### src/rtl/microcode_pkg.sv
// Shared definitions for the RV32I stage-1 microcode encoder and its decoder:
// ALU op encodings, opcode constants and microcode word field offsets.
package microcode_pkg;

  typedef enum logic [3:0] {
    AluAdd  = 4'b0000,
    AluSub  = 4'b0001,
    AluSlt  = 4'b0010,
    AluSltu = 4'b0011,
    AluXor  = 4'b0100,
    AluOr   = 4'b0101,
    AluAnd  = 4'b0110,
    AluSll  = 4'b0111,
    AluSrl  = 4'b1000,
    AluSra  = 4'b1001
  } alu_ops_e;

  localparam logic [6:0] OpcodeOp    = 7'b0110011;
  localparam logic [6:0] OpcodeOpImm = 7'b0010011;
  localparam logic [6:0] OpcodeLui   = 7'b0110111;

  localparam int unsigned McWidth       = 22;
  localparam int unsigned McAluLsb      = 0;
  localparam int unsigned McSrcBImmBit  = 4;
  localparam int unsigned McRegWriteBit = 5;
  localparam int unsigned McRdLsb       = 6;
  localparam int unsigned McRs1Lsb      = 11;
  localparam int unsigned McRs2Lsb      = 16;
  localparam int unsigned McReservedBit = 21;

  // alt selects SUB/SRA; callers mask it where the opcode has no alternate form.
  function automatic alu_ops_e alu_from_funct3(input logic [2:0] funct3, input logic alt);
    case (funct3)
      3'b000:  return alt ? AluSub : AluAdd;
      3'b001:  return AluSll;
      3'b010:  return AluSlt;
      3'b011:  return AluSltu;
      3'b100:  return AluXor;
      3'b101:  return alt ? AluSra : AluSrl;
      3'b110:  return AluOr;
      default: return AluAnd;
    endcase
  endfunction

  function automatic logic [McWidth-1:0] pack_mc(input alu_ops_e alu, input logic src_b_imm,
                                                 input logic reg_write, input logic [4:0] rd,
                                                 input logic [4:0] rs1, input logic [4:0] rs2);
    logic [McWidth-1:0] w;
    w = '0;
    w[McAluLsb +: 4]   = alu;
    w[McSrcBImmBit]    = src_b_imm;
    w[McRegWriteBit]   = reg_write;
    w[McRdLsb +: 5]    = rd;
    w[McRs1Lsb +: 5]   = rs1;
    w[McRs2Lsb +: 5]   = rs2;
    w[McReservedBit]   = 1'b0;
    return w;
  endfunction

endpackage

### src/rtl/rv32i_op_decoder.sv
// Combinational RV32I OP / OP-IMM / LUI decode into a stage-1 microcode word and immediate.
// Anything else flags illegal and yields an all-zero word (a NOP with reg_write 0).
module rv32i_op_decoder
  import microcode_pkg::*;
(
  input  logic [31:0]        instr_i,
  output logic [McWidth-1:0] mc_word_o,
  output logic [31:0]        imm_o,
  output logic               illegal_o
);

  logic [6:0] opcode;
  logic [2:0] funct3;
  logic [4:0] rd, rs1, rs2;
  logic       alt;
  logic       is_shift;

  assign opcode   = instr_i[6:0];
  assign rd       = instr_i[11:7];
  assign funct3   = instr_i[14:12];
  assign rs1      = instr_i[19:15];
  assign rs2      = instr_i[24:20];
  assign alt      = instr_i[30];
  assign is_shift = (funct3 == 3'b001) || (funct3 == 3'b101);

  always_comb begin
    mc_word_o = '0;
    imm_o     = '0;
    illegal_o = 1'b1;
    case (opcode)
      OpcodeOp: begin
        illegal_o = 1'b0;
        mc_word_o = pack_mc(alu_from_funct3(funct3, alt), 1'b0, 1'b1, rd, rs1, rs2);
      end
      OpcodeOpImm: begin
        illegal_o = 1'b0;
        // Only SRAI has an alternate form among the immediate ops.
        mc_word_o = pack_mc(alu_from_funct3(funct3, alt && (funct3 == 3'b101)), 1'b1, 1'b1,
                            rd, rs1, 5'd0);
        imm_o     = is_shift ? {27'd0, instr_i[24:20]} : {{20{instr_i[31]}}, instr_i[31:20]};
      end
      OpcodeLui: begin
        illegal_o = 1'b0;
        mc_word_o = pack_mc(AluAdd, 1'b1, 1'b1, rd, 5'd0, 5'd0);
        imm_o     = {instr_i[31:12], 12'd0};
      end
      default: ;
    endcase
  end

endmodule

### src/rtl/microcode_s1_encoder.sv
// Stage-1 microcode encoder: registered output entry plus optional skid entry, handoff counter.
// Define ILLEGAL_TRAP_EN to drop illegal instructions and pulse illegal instead of issuing a NOP.
module microcode_s1_encoder
  import microcode_pkg::*;
#(
  parameter int unsigned SKID_EN = 1
) (
  input  logic         clk,
  input  logic         rst_n,
  input  logic         clk_enable,
  input  logic [31:0]  instr,
  input  logic         instr_valid,
  output logic         instr_ready,
  output logic [21:0]  microcode_s1,
  output logic [31:0]  imm,
  output logic         mc_valid,
  input  logic         mc_ready,
  output logic         illegal,
  output logic [15:0]  issued_count
);

  typedef enum logic [1:0] {StEmpty, StOne, StFull} occ_e;

  occ_e               state_q;
  logic               mc_valid_q, illegal_q;
  logic [McWidth-1:0] out_word_q, skid_word_q, dec_word;
  logic [31:0]        out_imm_q, skid_imm_q, dec_imm;
  logic [15:0]        count_q;
  logic               dec_illegal, accept, handoff, push, illegal_set;

  rv32i_op_decoder u_dec (
    .instr_i   (instr),
    .mc_word_o (dec_word),
    .imm_o     (dec_imm),
    .illegal_o (dec_illegal)
  );

  always_comb begin
    if (SKID_EN != 0) begin
      instr_ready = rst_n && (state_q != StFull);
    end else begin
      instr_ready = rst_n && ((state_q == StEmpty) || mc_ready);
    end
  end

  assign accept  = instr_valid && instr_ready && clk_enable;
  assign handoff = mc_valid_q && mc_ready && clk_enable;

`ifdef ILLEGAL_TRAP_EN
  assign push        = accept && !dec_illegal;
  assign illegal_set = accept && dec_illegal;
`else
  logic unused_dec_illegal;
  assign unused_dec_illegal = dec_illegal;
  assign push               = accept;
  assign illegal_set        = 1'b0;
`endif

  always_ff @(posedge clk) begin
    if (!rst_n) begin
      state_q     <= StEmpty;
      mc_valid_q  <= 1'b0;
      out_word_q  <= '0;
      out_imm_q   <= '0;
      skid_word_q <= '0;
      skid_imm_q  <= '0;
      illegal_q   <= 1'b0;
      count_q     <= '0;
    end else if (clk_enable) begin
      illegal_q <= illegal_set;
      if (handoff) count_q <= count_q + 16'd1;
      case (state_q)
        StEmpty: begin
          if (push) begin
            out_word_q <= dec_word;
            out_imm_q  <= dec_imm;
            mc_valid_q <= 1'b1;
            state_q    <= StOne;
          end
        end
        StOne: begin
          if (push && handoff) begin
            out_word_q <= dec_word;
            out_imm_q  <= dec_imm;
          end else if (push) begin
            skid_word_q <= dec_word;
            skid_imm_q  <= dec_imm;
            state_q     <= StFull;
          end else if (handoff) begin
            mc_valid_q <= 1'b0;
            state_q    <= StEmpty;
          end
        end
        StFull: begin
          if (handoff) begin
            out_word_q <= skid_word_q;
            out_imm_q  <= skid_imm_q;
            state_q    <= StOne;
          end
        end
        default: begin
          mc_valid_q <= 1'b0;
          state_q    <= StEmpty;
        end
      endcase
    end else begin
      illegal_q <= 1'b0;
    end
  end

  assign microcode_s1 = out_word_q;
  assign imm          = out_imm_q;
  assign mc_valid     = mc_valid_q;
  assign illegal      = illegal_q;
  assign issued_count = count_q;

endmodule

### config.mk
export PLATFORM = sky130hd
export DESIGN_NAME = microcode_s1_encoder
export DESIGN_NICKNAME = d
export VERILOG_FILES = /design/src/rtl/microcode_pkg.sv /design/src/rtl/rv32i_op_decoder.sv /design/src/rtl/microcode_s1_encoder.sv
export SDC_FILE = /design/constraint.sdc
export NUM_CORES = 1
export LEC_CHECK = 0
export ABC_AREA = 1
export CORE_UTILIZATION = 48
export DETAILED_ROUTE_END_ITERATION = 6
export GPL_ROUTABILITY_DRIVEN = 0
export GPL_TIMING_DRIVEN = 0
export PLACE_DENSITY = 0.77
export SLEW_MARGIN = 20
export SYNTH_ARGS = -nofsm -noshare
export SYNTH_HDL_FRONTEND = slang
export SYNTH_HIERARCHICAL = 1
export SYNTH_SLANG_ARGS = --single-unit
### constraint.sdc
create_clock -name clk -period 1.5 [get_ports clk]
set_input_delay 0.375 -clock clk [delete_from_list [all_inputs] [get_ports clk]]
set_output_delay 0.375 -clock clk [all_outputs]
set_load 0.01 [all_outputs]
[After elaboration in Yosys (flattened, before gate mapping)]
Index checks and enable logic that the tools add are counted.
Word-level totals
  input bits: 37
  memory bits (writable): 0
  word-level logic and storage cells: 73
  bits in latches: 0
  output and inout bits: 73
  memories kept: 0
  bits in read-only memories: 0
  register bits: 127
Cells by class
  shift operators: 0
  add/subtract/negate cells: 1
  mux-type cells: 28
  bitwise gates (word level): 2
  magnitude comparators: 0
  divide/modulo/power cells: 0
  multipliers: 0
  eq/ne operators: 19
  reduce and logical (&&, ||, !) cells: 16
Operators with widths (count)
  32-bit two-way mux: 4
  32-bit one-hot mux with 3 select lines: 1
  22-bit two-way mux: 3
  22-bit one-hot mux with 3 select lines: 1
  32-bit one-hot mux with 2 select lines: 1
  21-bit one-hot mux with 3 select lines: 1
  4-bit one-hot mux with 7 select lines: 2
  16-bit by 1-bit adder with 16-bit output (second input constant): 1
  7-bit by 6-bit equality test with 1-bit output (second input constant): 2
  2-bit != test (second input constant): 7
  2-bit two-way mux: 5
  5-bit AND reduction: 2
  3-bit equality test (second input constant): 3
  1-bit two-way mux: 8
  7-bit by 5-bit equality test with 1-bit output (second input constant): 1
  1-bit logical AND: 7
  3-bit by 2-bit equality test with 1-bit output (second input constant): 2
  2-bit one-hot mux with 3 select lines: 1
  6-bit AND reduction: 1
  4-bit AND reduction: 1
  3-bit by 1-bit equality test with 1-bit output (second input constant): 1
  3-bit zero test: 1
  3-bit != test (second input constant): 1
  1-bit one-hot mux with 3 select lines: 1
  7 further kinds: 8

[Longest topological paths before layout]
  word-level depth: 7
  mapped depth: 12
  mapped depth without buffers: 12

[Modules after synthesis]
Netlist, hierarchy kept.
Modules (own cells, without submodules)
  microcode_s1_encoder: instances 1, sequential area each 2542.4 um^2, cells each 858, area each 5799.3 um^2
  rv32i_op_decoder: instances 1, sequential area each 0.0 um^2, cells each 138, area each 690.7 um^2

[Worst setup path after synthesis]
OpenSTA, ideal clock, no wires.
  kind: register to register
  from: register mc_valid_q, in the netlist mc_valid
  to: register count_q[15], in the netlist issued_count[15]
  stages on the path, launching flop included: 8
  period minus slack after synthesis: 1.566 ns
  library setup time: 0.115 ns
  path buffers: 0
  arrival: 1.451 ns
  path slack: -0.066 ns
  required time: 1.385 ns
  cells stage by stage: dfxtp_1 -> nand3_1 -> nor2_1 -> nand3_1 -> nor2_1 -> nand3_1 -> nand2_1 -> nor2_1
On the way
  longest elaborated chain between the ends: 3
RTL lines
  start: declaration: RTL line microcode_s1_encoder.sv:25  | logic mc_valid_q, illegal_q;
  start signal: assignment: RTL line microcode_s1_encoder.sv:62  | mc_valid_q <= 1'b0;
  start signal: assignment: RTL line microcode_s1_encoder.sv:77  | mc_valid_q <= 1'b1;
  start signal: assignment: RTL line microcode_s1_encoder.sv:90  | mc_valid_q <= 1'b0;
  1-bit logical AND (2 in series): RTL line microcode_s1_encoder.sv:47  | assign handoff = mc_valid_q && mc_ready && clk_enable;
  2-bit AND reduction (no source line)
  end signal: assignment: RTL line microcode_s1_encoder.sv:71  | if (handoff) count_q <= count_q + 16'd1;
  end: declaration: RTL line microcode_s1_encoder.sv:28  | logic [15:0] count_q;
No other way between the ends.
A chain may end at the register's enable or synchronous reset.

[Worst setup path after layout]
  from: register state_q[0]
  to: register skid_imm_q[30]
On the way
  longest elaborated chain between the ends: 7
  elaborated cells on any way between the ends: 8
  those cells by class: eq/ne: 2; bitwise: 1; reduce/logical: 5
RTL lines
  start: declaration: RTL line microcode_s1_encoder.sv:24  | occ_e state_q;
  start signal: assignment: RTL line microcode_s1_encoder.sv:61  | state_q <= StEmpty;
  start signal: assignment: RTL line microcode_s1_encoder.sv:78  | state_q <= StOne;
  start signal: assignment: RTL line microcode_s1_encoder.sv:88  | state_q <= StFull;
  2-bit != test: RTL line microcode_s1_encoder.sv:40  | instr_ready = rst_n && (state_q != StFull);
  1-bit logical AND: RTL line microcode_s1_encoder.sv:40
  1-bit logical AND (2 in series): RTL line microcode_s1_encoder.sv:46  | assign accept = instr_valid && instr_ready && clk_enable;
  1-bit logical AND: RTL line microcode_s1_encoder.sv:82  | if (push && handoff) begin
  1-bit NOT (no source line)
  4-bit AND reduction (no source line) (*)
  end signal: assignment: RTL line microcode_s1_encoder.sv:87  | skid_imm_q <= dec_imm;
  end: declaration: RTL line microcode_s1_encoder.sv:27  | logic [31:0] out_imm_q, skid_imm_q, dec_imm;
Mark *: on every way between the ends. The rest lies on a longest branch, timed or not.

==> impl_results.md <==
* Status: finished, violations left
* Violated checks: negative setup slack
* Via Count at 7,502
* N_diodes at 0
* Final wirelength at 22,100 µm
* Avg Inst Size Synth at 6.52 µm²
* Die width at between 100 and 150 µm
* CP required at approximately 1800 ps
* DR vias/cell at 5.51
* HPWL after DPL at about 13,000 µm
* Clk_lat worst skew at 430 ps
* Final setup fails at 110
* Largest net degree at the start of global routing at 17
* Worst setup SP type: flop
* Final worst setup slack at -263 ps
* Ys async rst share at 0%
* Leakage power at approximately 4.7 nW
* Top Ports at 110
* Hold WC Path Type: primary input to flop
* Post-CTS Hold Buffers at 0
* Post-Syn Instances at 996
* Post-synthesis sequential area ratio at 39.2%
* Vias in the first global route at 6,853
* H-tree Lvls at 4
* Crit path max fanout at 7
* Multi-input logic area at 3860 µm²
* Overall Power at between 0.01 and 0.015 W
* Critical path capture point type: flop
* Post-route cell area at 9910 µm²
* CTS max path bufs at 2
* Synth cell count leaders: nand2_1 (276), nor2_1 (202), dfxtp_1 (127)
* # clock sinks at 127
* Area grow syn2layout at 52.6%
* Non-filler cells, final at 1,362
* Total Routing Usage GR at 30.0%
* Dpl cells at 1,280
* Cell with the most instances after synthesis: nand2_1
* Height of the chip at 118 µm
* Slew margin rel. at 52.8%
* Final #Nets at 1,211
* Measured slew at the worst slew-check pin at 708 ps
* FF+latch count, synth at 127
* Netlist cell types at 33
* DIE AREA at 14,000 µm²
* Root buffer cell: clkbuf_16
* Synthesized area at 6490 µm²
* Final Cycle Share at 118%
* Layout Utilization at 75.1%
* Core Box Area at 13,200 µm²
* Drt drc at 0
* Max-slew violations at 0
* Yosys top cell by area: dfxtp_1
* Register area at 2570 µm²
* WL per Instance at approximately 16 µm
* Clock Pin Slew Worst Setup and Hold Paths at 60 ps
* Filler Cell Count at 914
* Antenna violation net count after detailed routing at 0
* Area share of the largest cell type after synthesis at 39.2%
* Num rows at 42
* Clock Skews at 5.48 ps
* Maximum vdd drop at roughly 0.91 mV
* Syn_nets at 1,034
* Initial antenna violation count at 0
* Final Hold Fails at 0
* Port buffer count at about 110
* Synth area leaders: dfxtp_1 (39%), nand2_1 (16%), nor2_1 (12%)
* Total power density per cell area at between 1000 and 1500 nW/µm²
* Top_reg_cell synth: dfxtp_1
* Placed inst area at 7800 µm²
* TritonCTS Buffers at 17
* Initial Util at between 40% and 50%
* Fmax at 0.567 GHz
* First-pass GRT wire length at 33,300 µm
* DRT Pass-1 Iters at 6
* RSZ-0062 raised after global routing: yes
* CTS tree: yes
* Worst hold slack at 441 ps
* CP Data Arrival Time at 2080 ps
* Layout cell share with drive strength beyond 1 at 22.8%
* Tmin final at roughly 1800 ps
* Grt total ovfl at 0
* Worst setup path class: flop to flop
* EDFF count, synth at 0
* Synthesis warning total at 6
* DR iter-0 viols at 927
* # Max-Cap Violations at 0
==> area by class of cell <==
cell class	count	area share, %
Clock inverter	5	0.783
Inverter	64	2.55
Sequential cell	127	25.9
Multi-Input combinational cell	741	39.0
Tap cell	176	2.22
Timing Repair Buffer	161	17.8
Clock buffer	27	5.08
Buffer	61	6.66
==> layout by cell type, fill, tap and decap left out, drive strengths merged <==
| master | count |
|---|---|
| conb | 2 |
| dfxtp | 127 |
| clkinv | 2 |
| clkbuf | 52 |
| dlygate4sd2 | 79 |
| nor3b | 1 |
| clkdlybuf4s50 | 23 |
| nor2 | 204 |
| bufbuf | 1 |
| nand3 | 26 |
| a21oi | 75 |
| nand3b | 54 |
| o21ai | 83 |
| bufinv | 2 |
| a31oi | 1 |
| nor3 | 8 |
| ha | 1 |
| o21a | 1 |
| nand2 | 278 |
| clkinvlp | 1 |
| a21boi | 1 |
| nand4 | 5 |
| buf | 90 |
| inv | 64 |
| dlymetal6s2s | 4 |
| and3 | 1 |
==> routing by layer <==
layer	part of all wire, %	vias up	GRT usage [%]
met4	4.2	0	15.7
met5	0	-	0
met2	47	425	48.5
met3	8.9	95	7.05
met1	39	3456	37.1
li1	-	3526	-
==> logic make-up (layout without fill, tap and decap cells) <==
group	count (synthesis)	after routing	synth area share (%)
simple gates	577	577	38.4
compound gates	161	161	13.6
buf+inv	128	318	8.48
flops	127	127	39.2
other cells	2	2	0.116
fa+ha+maj	1	1	0.193
==> power breakdown <==
group / total (W) / internal [W] / leakage, nW / switching [W]
Sequential: 0.00437 / 0.00401 / 1.04 / 0.000357
Combinational: 0.00602 / 0.00299 / 3.37 / 0.00303
Clock: 0.00412 / 0.00262 / 0.282 / 0.00150
Total: 0.0145 / 0.00961 / 4.70 / 0.00489
==> timing repair <==
| action | 4_1_cts | 5_1_grt |
|---|---|---|
| cloned | 14 | 4 |
| resized for setup | 309 | 127 |
| endpoints found under the hold margin | 0 | 0 |
| endpoints found under the setup margin | 197 | 125 |
| pin swaps | 17 | 36 |
| setup buffers | 27 | 13 |
==> registers in the layout, summed over array words and instances (netlist names) <==
register / count
skid_imm_q: 32
imm: 32
mc_valid: 1
skid_word_q: 22
microcode_s1: 22
state_q: 2
issued_count: 16
==> per-stage QoR <==
step | setup TNS, ps | setup slack, ps
6_report | -17120 | -263
5_1_grt | -24870 | -306
4_1_cts | -13950 | -199
3_5_place_dp | -113270 | -1650
3_3_place_gp | -111420 | -1640
2_1_floorplan | 0 | 0.00744
==> critical path, cell delays in order, from the launching register on <==
cell and delay [ps]:
dfxtp_4 360, inv_6 70, nand2_8 40, buf_6 110, nand3_4 100, buf_6 110, inv_4 30, nand3_4 140
inv_4 60, buf_8 150, buf_12 130, buf_16 130, nor2_1 120, nor2_1 70
==> final timing paths <==
path,from,slack (ps),cells past startpoint,endpoint
max,state_q[0],-260,13,skid_imm_q[30]
min,rst_n,440,4,skid_word_q[21]
max reg2reg,state_q[0],-260,13,skid_imm_q[30]
min reg2reg,skid_word_q[4],450,2,skid_word_q[4]
Power figures use the tool's default switching activity.
==> edit, RTL diff (config.mk and constraints unchanged) <==
Change the package constant `McRdLsb` from 6 to 12.
--- a/src/rtl/microcode_pkg.sv
+++ b/src/rtl/microcode_pkg.sv
@@ -25,3 +25,3 @@
   localparam int unsigned McRegWriteBit = 5;
-  localparam int unsigned McRdLsb       = 6;
+  localparam int unsigned McRdLsb       = 12;
   localparam int unsigned McRs1Lsb      = 11;
Behaviour: not the same (a bounded check fails within 4 cycles, from zero or initial values and one cycle with rst_n low).
==> edit against the unedited design <==
Wire length up 6.8%. Sequential power up 2%. Sequential cell count unchanged. Final area down 0.66%. Clock skew up 11 ps. The run ends with design-rule violations, negative setup slack left. Area after synthesis up 0.48%. Worst setup slack worse by 26 ps. Power up 6.9%.
==> edit: results (changes against the unedited design) <==
{
  "outcome": {"value": "finished with violations"},
  "failed_checks": {"value": "design-rule violations, negative setup slack"},
  "fillerInstances": {"value": 894, "change": "-2.2%"},
  "wl_met1": {"value": 9411, "unit": "microns", "change": "+8.4%"},
  "clkPwrFrac": {"value": 0.299, "change": "+0.015"},
  "wl_met2": {"value": 11080, "unit": "microns", "change": "+5.7%"},
  "remaining_drc_errors": {"value": 1, "change": "+1"},
  "wl_met3": {"value": 2030, "unit": "microns", "change": "+3.0%"},
  "setup_slack": {"value": -288.5, "unit": "ps", "change": "-25.74 ps"},
  "number_of_cells_on_the_worst_reg_to_reg_path": {"value": 9, "change": "-4"},
  "worst_pin_slew": {"value": 615.9, "unit": "ps", "change": "-91.67 ps"},
  "power_switching": {"value": 5432, "unit": "uW", "change": "+11%"},
  "finalSetupTns": {"value": -15610, "unit": "ps", "change": "+1511 ps"},
  "buffer_ports.inserted": {"value": 103, "change": "-4.6%"},
  "cts-resized-gates": {"value": 253, "change": "-18%"},
  "path_max_fanout": {"value": 10, "change": "+3"},
  "postPlaceCellArea": {"value": 7800, "unit": "sq um", "change": "about the same"},
  "drt-initial-drc-count": {"value": 940, "change": "+1.4%"},
  "post_layout_nonfiller_instances": {"value": 1340, "change": "-1.6%"},
  "routed_wire_length_per_instance": {"value": 17.60, "unit": "microns", "change": "+8.6%"},
  "layout.nets": {"value": 1189, "change": "-1.8%"},
  "gr-usage-all-layers": {"value": 0.2904, "change": "-0.009797"},
  "powerClk": {"value": 4630, "unit": "uW", "change": "+12%"},
  "finalClockSkew": {"value": 16.59, "unit": "ps", "change": "+11.11 ps"},
  "timing.rr.end": {"value": "skid_imm_q[29]"},
  "global_route_wire_length_before_repair": {"value": 32420, "unit": "microns", "change": "-2.6%"},
  "hpwl": {"value": 12550, "unit": "microns", "change": "+0.12%"},
  "cts_setup_buffers": {"value": 31, "change": "+15%"},
  "grtUsageMet1": {"value": 0.3607, "change": "-0.01017"},
  "grtUsageMet3": {"value": 0.06081, "change": "-0.009653"},
  "vdd_ir_drop_max": {"value": 0.9319, "unit": "mV", "change": "+2.8%"},
  "route.detailed.vias_per_inst": {"value": 5.657, "change": "+2.7%"},
  "layout_min_cycle_time": {"value": 1788, "unit": "ps", "change": "+25.74 ps"},
  "placement.setup.worst_slack": {"value": -1560, "unit": "ps", "change": "+90.12 ps"},
  "comb-power": {"value": 6410, "unit": "uW", "change": "+6.5%"},
  "setup_viol_count_final": {"value": 112, "change": "+1.8%"},
  "hold_ws": {"value": 450.3, "unit": "ps", "change": "+9.304 ps"},
  "drtPass1Iterations": {"value": 7, "change": "+1"}
}
[edit: area by class of cell]
cell class | count | area (sq um) | share of cell area
well taps | 176 | 220.2 | 0.02238
repair buffers | 152 | 1569 | 0.1594
plain buffers | 68 | 713.2 | 0.07247
inverters | 60 | 240.2 | 0.02441
clock inverters | 14 | 215.2 | 0.02187
multi-input cells | 725 | 3877 | 0.3940
flip-flops and latches | 127 | 2566 | 0.2608
clock buffers | 18 | 439.2 | 0.04463
[edit: worst min-delay path by stage]
stage | endpoint | startpoint | cells past startpoint
after global routing | skid_word_q[4] | skid_word_q[4] | 2
after detailed placement | skid_word_q[4] | skid_word_q[4] | 2
after floorplan | skid_word_q[0] | skid_word_q[0] | 2
after CTS | skid_word_q[21] | skid_word_q[21] | 2
final | skid_word_q[2] | skid_word_q[2] | 2
after global placement | skid_word_q[0] | skid_word_q[0] | 2
